File: src/rtl/systolic_pkg.sv
// rtl/systolic_pkg.sv - shared state type, width helpers and set-count clamp for the systolic sequencer
package systolic_pkg;

  typedef enum logic [2:0] {IDLE, LOAD, WAIT1, ROLL, DONE} seq_state_t;

  // Width of an index over n values; never narrower than one bit
  function automatic int idx_w(input int n);
    return (n > 1) ? $clog2(n) : 1;
  endfunction

  function automatic int cyc_w(input int fill_lat, input int rows, input int sets);
    return $clog2(fill_lat + rows * sets + 1);
  endfunction

  localparam int DEF_ROWS_PER_SET = 64;
  localparam int DEF_MAX_SETS     = 4;
  localparam int DEF_IDX_W        = idx_w(DEF_ROWS_PER_SET);
  localparam int DEF_SET_W        = idx_w(DEF_MAX_SETS);
  localparam int DEF_CYC_W        = cyc_w(33, DEF_ROWS_PER_SET, DEF_MAX_SETS);

  // A request for zero sets runs one; oversize requests run the maximum
  function automatic int clamp_sets(input int cfg, input int max_sets);
    if (cfg == 0) return 1;
    if (cfg > max_sets) return max_sets;
    return cfg;
  endfunction

endpackage

File: src/rtl/systolic_row_counter.sv
// rtl/systolic_row_counter.sv - enabled row/set wrap counter with terminal flag
module systolic_row_counter
  import systolic_pkg::*;
#(
  parameter int ROWS = 64,
  parameter int SETS = 4,
  localparam int IW  = idx_w(ROWS),
  localparam int SW  = idx_w(SETS)
) (
  input  logic          clk,
  input  logic          rst_n,
  input  logic          clr,
  input  logic          en,
  input  logic [SW-1:0] last_set,
  output logic [IW-1:0] matrix_index,
  output logic [SW-1:0] data_set,
  output logic          terminal
);

  logic row_last;

  assign row_last = (matrix_index == IW'(ROWS - 1));
  assign terminal = en && row_last && (data_set == last_set);

  // The final row is left in place so the last written position stays visible
  always_ff @(posedge clk) begin
    if (!rst_n || clr) begin
      matrix_index <= '0;
      data_set     <= '0;
    end else if (en && !terminal) begin
      if (row_last) begin
        matrix_index <= '0;
        data_set     <= data_set + SW'(1);
      end else begin
        matrix_index <= matrix_index + IW'(1);
      end
    end
  end

endmodule

File: src/rtl/systolic_seq_controller.sv
// rtl/systolic_seq_controller.sv - N x N systolic array sequencer; optional abort via SYSTOLIC_SEQ_ABORT_EN
module systolic_seq_controller
  import systolic_pkg::*;
#(
  parameter int ARRAY_SIZE   = 32,
  parameter int ROWS_PER_SET = 64,
  parameter int MAX_SETS     = 4,
  parameter int ADDR_W       = 7,
  parameter int FILL_LAT     = ARRAY_SIZE + 1,
  parameter int CYC_W        = $clog2(FILL_LAT + ROWS_PER_SET * MAX_SETS + 1)
) (
  input  logic                           clk,
  input  logic                           rst_n,
  input  logic                           start,
  input  logic [$clog2(MAX_SETS):0]      cfg_num_sets,
  input  logic                           stall,
  input  logic                           abort,
  output logic                           alu_en,
  output logic                           sram_write_enable,
  output logic [ADDR_W-1:0]              addr_serial_num,
  output logic [CYC_W-1:0]               cycle_num,
  output logic [idx_w(ROWS_PER_SET)-1:0] matrix_index,
  output logic [idx_w(MAX_SETS)-1:0]     data_set,
  output logic                           busy,
  output logic                           done
);

  localparam int SW = idx_w(MAX_SETS);

  seq_state_t    state;
  logic [SW-1:0] last_set;
  logic          accept;
  logic          advance;
  logic          write;
  logic          terminal;
  logic          abort_hit;

`ifdef SYSTOLIC_SEQ_ABORT_EN
  assign abort_hit = abort && (state != IDLE);
`else
  logic unused_abort;
  assign unused_abort = abort;
  assign abort_hit    = 1'b0;
`endif

  assign accept  = (state == IDLE) && start;
  assign advance = (state == ROLL) && !stall;
  assign write   = advance && (cycle_num >= CYC_W'(FILL_LAT));

  // Abort gates the strobes in the same cycle it is seen
  assign alu_en            = advance && !abort_hit;
  assign sram_write_enable = write && !abort_hit;
  assign done              = (state == DONE) && !abort_hit;
  assign busy              = (state != IDLE);

  systolic_row_counter #(
    .ROWS (ROWS_PER_SET),
    .SETS (MAX_SETS)
  ) u_row_counter (
    .clk          (clk),
    .rst_n        (rst_n),
    .clr          (accept || abort_hit),
    .en           (sram_write_enable),
    .last_set     (last_set),
    .matrix_index (matrix_index),
    .data_set     (data_set),
    .terminal     (terminal)
  );

  always_ff @(posedge clk) begin
    if (!rst_n) begin
      state           <= IDLE;
      addr_serial_num <= '0;
      cycle_num       <= '0;
      last_set        <= '0;
    end else if (abort_hit) begin
      state           <= IDLE;
      addr_serial_num <= '0;
      cycle_num       <= '0;
    end else begin
      case (state)
        IDLE: if (start) begin
          state           <= LOAD;
          addr_serial_num <= '0;
          cycle_num       <= '0;
          last_set        <= SW'(clamp_sets(int'(cfg_num_sets), MAX_SETS) - 1);
        end
        LOAD: begin
          state           <= WAIT1;
          addr_serial_num <= ADDR_W'(1);
        end
        WAIT1: begin
          state           <= ROLL;
          addr_serial_num <= ADDR_W'(2);
          cycle_num       <= '0;
        end
        ROLL: if (advance) begin
          if (cycle_num != '1) cycle_num <= cycle_num + CYC_W'(1);
          if (addr_serial_num != '1) addr_serial_num <= addr_serial_num + ADDR_W'(1);
          if (terminal) state <= DONE;
        end
        DONE:    state <= IDLE;
        default: state <= IDLE;
      endcase
    end
  end

endmodule

File: config.mk
export PLATFORM = sky130hd
export DESIGN_NAME = systolic_seq_controller
export DESIGN_NICKNAME = d
export VERILOG_FILES = /design/src/rtl/systolic_pkg.sv /design/src/rtl/systolic_row_counter.sv /design/src/rtl/systolic_seq_controller.sv
export SDC_FILE = /design/constraint.sdc
export NUM_CORES = 1
export LEC_CHECK = 0
export ABC_AREA = 0
export ABC_CLOCK_PERIOD_IN_PS = 1950
export CORE_UTILIZATION = 44
export CTS_CLUSTER_DIAMETER = 50
export DETAILED_ROUTE_END_ITERATION = 10
export GPL_ROUTABILITY_DRIVEN = 0
export PLACE_DENSITY_LB_ADDON = 0.15
export SLEW_MARGIN = 0
export SYNTH_ARGS = -nofsm -noshare
export SYNTH_HDL_FRONTEND = slang
export SYNTH_SLANG_ARGS = --single-unit
File: constraint.sdc
create_clock -name clk -period 1.95 [get_ports clk]
set_input_delay 0.39 -clock clk [delete_from_list [all_inputs] [get_ports clk]]
set_output_delay 0.39 -clock clk [all_outputs]
set_load 0.005 [all_outputs]
==> results of run 1 <==
-- routing by layer --
metal,GRT usage,part of all wire,vias up
li1,-,-,797
met1,0.2683,0.39,815
met2,0.4851,0.54,59
met3,0.07676,0.047,9
met4,0.1429,0.021,0
met5,0,0,-
-- worst register-to-register path, delay by kind of cell, from the launching register on --
kind,cells,cell delay (ns)
buffers and inverters,3,0.39
adders and majority gates,2,0.32
AOI/OAI and AO/OA,1,0.27
and+or+nand+nor,4,0.59
DFF,1,0.34
xor gates and xnor gates,1,0.10
-- cells in the mapped netlist, types with 3 or more instances --
| master | number | area share |
|---|---|---|
| dfxtp_1 | 29 | 0.38 |
| nor3_1 | 4 | 0.013 |
| or3_1 | 4 | 0.016 |
| nand4_1 | 3 | 0.012 |
| or3_2 | 4 | 0.020 |
| ha_1 | 5 | 0.041 |
| a21oi_1 | 10 | 0.033 |
| nor2b_1 | 3 | 0.012 |
| nor2_1 | 20 | 0.050 |
| xor2_1 | 6 | 0.035 |
| inv_1 | 5 | 0.012 |
| xnor2_1 | 7 | 0.040 |
| o21ai_0 | 4 | 0.013 |
| nand2_1 | 16 | 0.040 |
| o21ai_2 | 5 | 0.029 |
| nand3_1 | 13 | 0.043 |
| o21ai_1 | 3 | 0.0099 |
-- stage by stage --
step | util | TNS (ns) | setup slack, ns | hold slack [ns]
finish | 0.7710 | -1.533 | -0.2543 | 0.5156
global route | 0.7710 | -2.797 | -0.3030 | 0.5447
CTS | 0.7270 | -2.208 | -0.3023 | 0.5099
detailed placement | 0.6841 | -2.999 | -0.2011 | 0.4917
global placement | 0.6841 | -2.115 | -0.1770 | 0.4808
floorplan | - | 0 | 0.03038 | 0.4826
-- power by group through the flow --
stage	sequential, mW	combinational (mW)	clock (mW)
after floorplan	0.650	0.152	0
after CTS	0.649	0.318	0.388
after global placement	0.659	0.273	0
final	0.653	0.375	0.378
after detailed placement	0.661	0.284	0
after global routing	0.655	0.399	0.405
-- repair_timing --
item	4_1_cts	5_1_grt
gates cloned	0	1
buffers inserted	6	7
pin swaps	9	21
gates resized for setup	24	22
setup endpoints to repair	21	20
-- final cells by class --
cell class,instances,share of cell area
Tap cell,44,0.02265
Sequential cell,29,0.2424
Timing Repair Buffer,76,0.2810
Clock buffer,7,0.02265
Multi-Input combinational cell,140,0.4236
Inverter,5,0.007720
-- flip-flops by register name (all words and copies together) (netlist names) --
| register | cells |
|---|---|
| cycle_num | 9 |
| u_row_counter.data_set | 2 |
| addr_serial_num | 7 |
| last_set | 2 |
| u_row_counter.matrix_index | 6 |
| state | 3 |
-- logic make-up (layout without fill, tap and decap cells) --
group / Yosys count / after routing / synth area share
simple gates: 84 / 84 / 0.2954
buf+inv: 10 / 88 / 0.03300
fa+ha+maj: 5 / 5 / 0.04125
flops: 29 / 29 / 0.3828
xor+xnor: 13 / 13 / 0.07508
mux: 2 / 2 / 0.01320
compound gates: 35 / 36 / 0.1593
-- worst max path at each step --
stage / cells past startpoint / slack, ns / end
2_1_floorplan: 9 / 0.03 / cycle_num[7]
5_1_grt: 5 / -0.30 / sram_write_enable
3_3_place_gp: 4 / -0.18 / alu_en
6_report: 5 / -0.25 / sram_write_enable
3_5_place_dp: 6 / -0.20 / u_row_counter.matrix_index[3]
4_1_cts: 5 / -0.30 / sram_write_enable
==> summary.md, run 1 <==
| Metric | Value |
|---|---|
| Dpl cell area | around 2200 µm² |
| MaxCap Viol Count | 0 |
| Outcome | complete, but fails checks |
| Clock Tree Buf Depth | 2 |
| Register area | 589.3 µm² |
| Most common cell after layout, fill and taps aside | buf_4 |
| RSZ-0062 raised after global routing | yes |
| Critical Path Sink Type | output port |
| Hold path startpoint | u_row_counter.data_set[1] |
| Path depth of the worst reg2reg path | 11 |
| Final HPWL from detailed placement | approximately 3000 µm |
| Core Box Area | 3153 µm² |
| Fillers | about 230 |
| Clk network pwr share | 0.269 |
| Count of boundary I/O pins | 36 |
| Seq pwr share | 0.465 |
| Htree depth | 2 |
| Max Clock Skew | between 0.008 and 0.009 ns |
| Failing checks | setup timing |
| Max stage delay on crit path | 0.53 ns |
| Main synth FF type | dfxtp_1 |
| Setup CP Type | reg2out |
| Port bufs | 34 |
| Sw Share | 0.2978 |
| Post-synth cell types | 46 |
| Die area | ~3700 µm² |
| EDFF count, synth | 0 |
| Overflow after GRT | 0 |
| Internal Power | a little under 1 mW |
| Vias in the first global route | approximately 1.6k |
| Clk_lat worst skew | 0.33 ns |
| Vias/cell | approximately 5.6 |
| Net load switching power | 0.4185 mW |
| Crit path from | cycle_num[1] |
| Layout cells sized above 1 | 0.3424 |
| Area Overhead vs Synth | 60.31% |
| Syn_nets | about 190 |
| Post-Syn Instances | approximately 180 |
| Worst slew pin tran | ~0.33 ns |
| Vias after detailed routing | around 1.7k |
| Register area share after synthesis | 0.3828 |
| Largest net degree at the start of global routing | 13 |
| Placed insts | ~280 |
| Setup-failing EPs final | 17 |
| Final instance area | 2431 µm² |
| Buf/Inv on CP | 2 |
| Final hold vios | 0 |
| Setup WS post-layout | -0.2543 ns |
| Pwr Total | approximately 1.4 mW |
| Cell family with most CP delay | simple AND/OR/NAND/NOR gates |
| Hold Buf Count CTS | 0 |
| Yosys warns | 0 |
| Crit-path cells | or4_4 > o31a_1 > o21ai_2 > inv_1 > buf_2 |
| Sink Count | 29 |
| Hold depth | 2 |
| Type of origin of the critical path | flip-flop |
| Fin cells | 301 |
| First-pass GRT wire length | 7017 µm |
| Worst r2r src | cycle_num[0] |
| DRC viols | 0 |
| Peak fanout along the critical path | 2 |
| Final nets | between 200 and 300 |
| FP Rows | 20 |
| Syn avg cell area | ~8.5 µm² |
| Area occupied by multi-input gates | just over 1000 µm² |
| Leakage power | 0.9360 nW |
| Tmin final | approximately 2.2 ns |
| Die Span Y | 60.71 µm |
| N_diodes | 0 |
| Global Route Usage Sum | 0.2642 |
| Detail Route Antenna Nets | 0 |
| Synth Register Bits | 29 |
| Die X-Extent | 60.71 µm |
| Pwr dens | between 500 and 600 nW/µm² |
| CTS tree | yes |
| Most frequent cells in the layout | buf_4, clkdlybuf4s50_1, dfxtp_1, nor2_1, nand2_1 |
| DR pass1 iterations | 4 |
| Slew Limit Headroom | 0.7775 |
| Slowest-stage cell, CP | or4_4 |
| Routed WL | roughly 4800 µm |
| Period utilization | 1.130 |
| R2R Path End | cycle_num[0] |
| Average wire per standard cell | about 16 µm |
| Arr. time, crit path | ~1.8 ns |
| Slew Limit Fails | 0 |
| Antenna violations before repair | 0 |
| Netlist Area Pre-Place | about 1500 µm² |
| Worst Path Required | ~1.6 ns |
| Starting density of the core | 0.4810 |
| Post-synth ARST share | 0 |
| Root Driver | clkbuf_4 |
| Max rail drop VDD | roughly 0.42 mV |
| Fmax achieved | 453.7 MHz |
| Detailed Route Iter0 Violations | approximately 170 |
| Hold endpoint | u_row_counter.data_set[1] |
| CTS Buf Count | 5 |
| Gate power share | 0.267 |
| Min-Delay Path Class | reg2reg |
| Flop2flop setup slack | -0.15 ns |
| CTS clk-pin slew, worst paths | around 0.090 ns |
Note: power is estimated with default switching activity, not from simulation.
==> inputs of run 2 (changes only) <==
- CORE_ASPECT_RATIO: not set -> 0.6
==> run 2 against run 1 <==
  * The flow still finishes with violations (setup timing)
  * Cell area grew 3.0%
  * Register-to-register slack barely moved
  * Power increased by 7.9%
  * Critical endpoint is now cycle_num[1]
  * Largest cell class unchanged
  * Non-clock buffer count unchanged
  * Flip-flop and latch count is the same
  * Highest routed layer is now met3
  * Global-route usage fell by 3.1 points
  * Hold slack better by 0.0033 ns
  * Setup slack gained 0.091 ns
==> summary.md, run 2 (synthesis gave the netlist of run 1 again) <==
| Metric | Value |
|---|---|
| Largest net degree at the start of global routing | 13 (unchanged) |
| GR Util met1 | 0.2912 (+0.02286) |
| Most flops, register | cycle_num |
| RSZ-0062 raised after global routing | yes |
| Final HPWL from detailed placement | 2898 µm (-4.3%) |
| First-pass GRT wire length | 6361 µm (-9.3%) |
| Top Registers | cycle_num: 9 flops, addr_serial_num: 7 flops, u_row_counter.matrix_index: 6 flops |
| Routed WL | 4417 µm (-7.7%) |
| Fmax achieved | 473.3 MHz (+4.3%) |
| Root Driver | clkbuf_8 |
| Area Overhead vs Synth | 65.18% |
| Average wire per standard cell | 14.63 µm (-8.0%) |
| Vias after detailed routing | 1621 (-3.5%) |
| Fillers | 227 (-2.2%) |
| Final nets | 269 (-0.37%) |
| Setup-failing EPs final | 17 (unchanged) |
| DRC viols | 0 (unchanged) |
| Pwr dens | 605.3 nW/µm² (+4.7%) |
| Slew Limit Fails | 0 (unchanged) |
| Most frequent cells in the layout | buf_4, clkdlybuf4s50_1, dfxtp_1, nor2_1, nand2_1 |
| Tmin final | 2.113 ns (-0.09150 ns) |
| Core Box Area | 3263 µm² (+3.5%) |
| Peak fanout along the critical path | 4 (+2) |
| Failing checks | setup timing |
| MaxCap Viol Count | 0 (unchanged) |
| Sink Count | 29 (unchanged) |
| Final instance area | 2505 µm² (+3.0%) |
| Vias in the first global route | 1395 (-14%) |
| Die Span Y | 47.48 µm (-22%) |
| Most common cell after layout, fill and taps aside | buf_4 |
| Final hold vios | 0 (unchanged) |
| Layout cells sized above 1 | 0.3658 (+0.02335) |
| Worst hold slack | 0.5190 ns (+0.003336 ns) |
| FP Rows | 16 (-20%) |
| Max rail drop VDD | 0.4120 mV (-2.8%) |
| Detail Route Antenna Nets | 0 (unchanged) |
| Hold Buf Count CTS | 0 (unchanged) |
| CTS tree | yes |
| Top Usage Layer GRT | met2 |
| Antenna violations before repair | 0 (unchanged) |
| Port bufs | 34 (unchanged) |
| Outcome | complete, but fails checks |
| Setup CP Type | reg2reg |
| Largest register FFs | 9 (unchanged) |
| Period utilization | 1.083 (-0.04692) |
| Setup WS post-layout | -0.1628 ns (+0.09150 ns) |
| Starting density of the core | 0.4647 (-0.01623) |
| Slew Limit Headroom | 0.7089 (-0.06860) |
| Overflow after GRT | 0 (unchanged) |
| Worst Path Required | 2.12 ns (+0.56 ns) |
| Htree depth | 2 (unchanged) |
| Arr. time, crit path | 2.29 ns (+0.48 ns) |
| Die X-Extent | 77.79 µm (+28%) |
| Type of origin of the critical path | flip-flop |
| CTS Buf Count | 5 (unchanged) |
| Worst slew pin tran | 0.4305 ns (+0.09988 ns) |
| Routing usage on met2 | 0.4000 (-0.08509) |
| Dpl cell area | 2128 µm² (-1.3%) |
| Vias/cell | 5.368 (-3.8%) |
| Count of boundary I/O pins | 36 (unchanged) |
| Met3 Usage GRT | 0.08000 (+0.003241) |
| N_diodes | 0 (unchanged) |
| Die area | 3693 µm² (+0.22%) |
| Leakage power | 1.016 nW (+8.5%) |
| Min-Delay Path Class | reg2reg |
| DR pass1 iterations | 4 (unchanged) |
| Detailed Route Iter0 Violations | 59 (-65%) |
| Clk_lat worst skew | 0.28 ns (-0.05 ns) |
| CTS clk-pin slew, worst paths | 0.07 ns (-0.02 ns) |
| Critical Path Sink Type | flip-flop |
| Max Clock Skew | 0.005523 ns (-0.002919 ns) |
| Clock Tree Buf Depth | 2 (unchanged) |
| Global Route Usage Sum | 0.2333 (-0.03089) |
## run 2: changes by cell type in the layout (fill, tap and decap cells not counted), moves of 3 or more
| cell | change |
|---|---|
| clkbuf_4 | -5 |
| clkbuf_8 | +4 |
| dlygate4sd2_1 | -3 |
| dlymetal6s2s_1 | +3 |
## run 2: repair_timing
action	CTS	global route
pin swaps	15	18
endpoints found under the setup margin	21	24
setup buffers	9	10
resized for setup	33	25
## run 2: final timing paths
path / from / endpoint / slack, ns / depth (start not counted)
max: cycle_num[1] / cycle_num[1] / -0.16 / 11
min: u_row_counter.matrix_index[4] / u_row_counter.matrix_index[4] / 0.52 / 2
max reg2reg: cycle_num[1] / cycle_num[1] / -0.16 / 11
min reg2reg: u_row_counter.matrix_index[4] / u_row_counter.matrix_index[4] / 0.52 / 2
## run 2: per-layer routing
layer  wire, µm  up-vias
li1           -      796
met1       2060      774
met2       2157       51
met3        199        0
met4          0        0
met5          0        -
## run 2: area by class of cell
type,count,area [µm²],share of cell area
Clock buffer,6,72.57,0.02897
Clock inverter,2,10.01,0.003996
Inverter,5,18.77,0.007493
Multi-Input combinational cell,139,1060,0.4231
Sequential cell,29,593.1,0.2368
Tap cell,45,56.30,0.02248
Timing Repair Buffer,76,694.4,0.2772
## run 2: where the power goes
part / total [mW] / switching (mW) / internal [mW]
Combinational: 0.383 / 0.179 / 0.204
Sequential: 0.654 / 0.0346 / 0.619
Clock: 0.479 / 0.232 / 0.247
Total: 1.52 / 0.446 / 1.07
## run 2: through the flow
step,power (mW),utilization,setup TNS (ns),instances,setup WS [ns]
3_3_place_gp,0.9353,0.6522,-2.239,281,-0.1877
2_1_floorplan,0.8024,-,0,178,0.03038
4_1_cts,1.457,0.7174,-1.712,293,-0.2292
6_report,1.516,0.7676,-1.722,302,-0.1628
5_1_grt,1.587,0.7676,-3.030,302,-0.2410
3_5_place_dp,0.9441,0.6522,-2.915,281,-0.2070
## run 2: worst max-delay path: stages (launching register included)
cell and delay, ns:
dfxtp_2 0.33, buf_6 0.12, ha_4 0.17, nand3_2 0.06, nor2_2 0.04, ha_2 0.17, or3b_4 0.44, a21oi_4 0.23
buf_6 0.14, buf_6 0.10, nor2_2 0.03, o21a_1 0.16
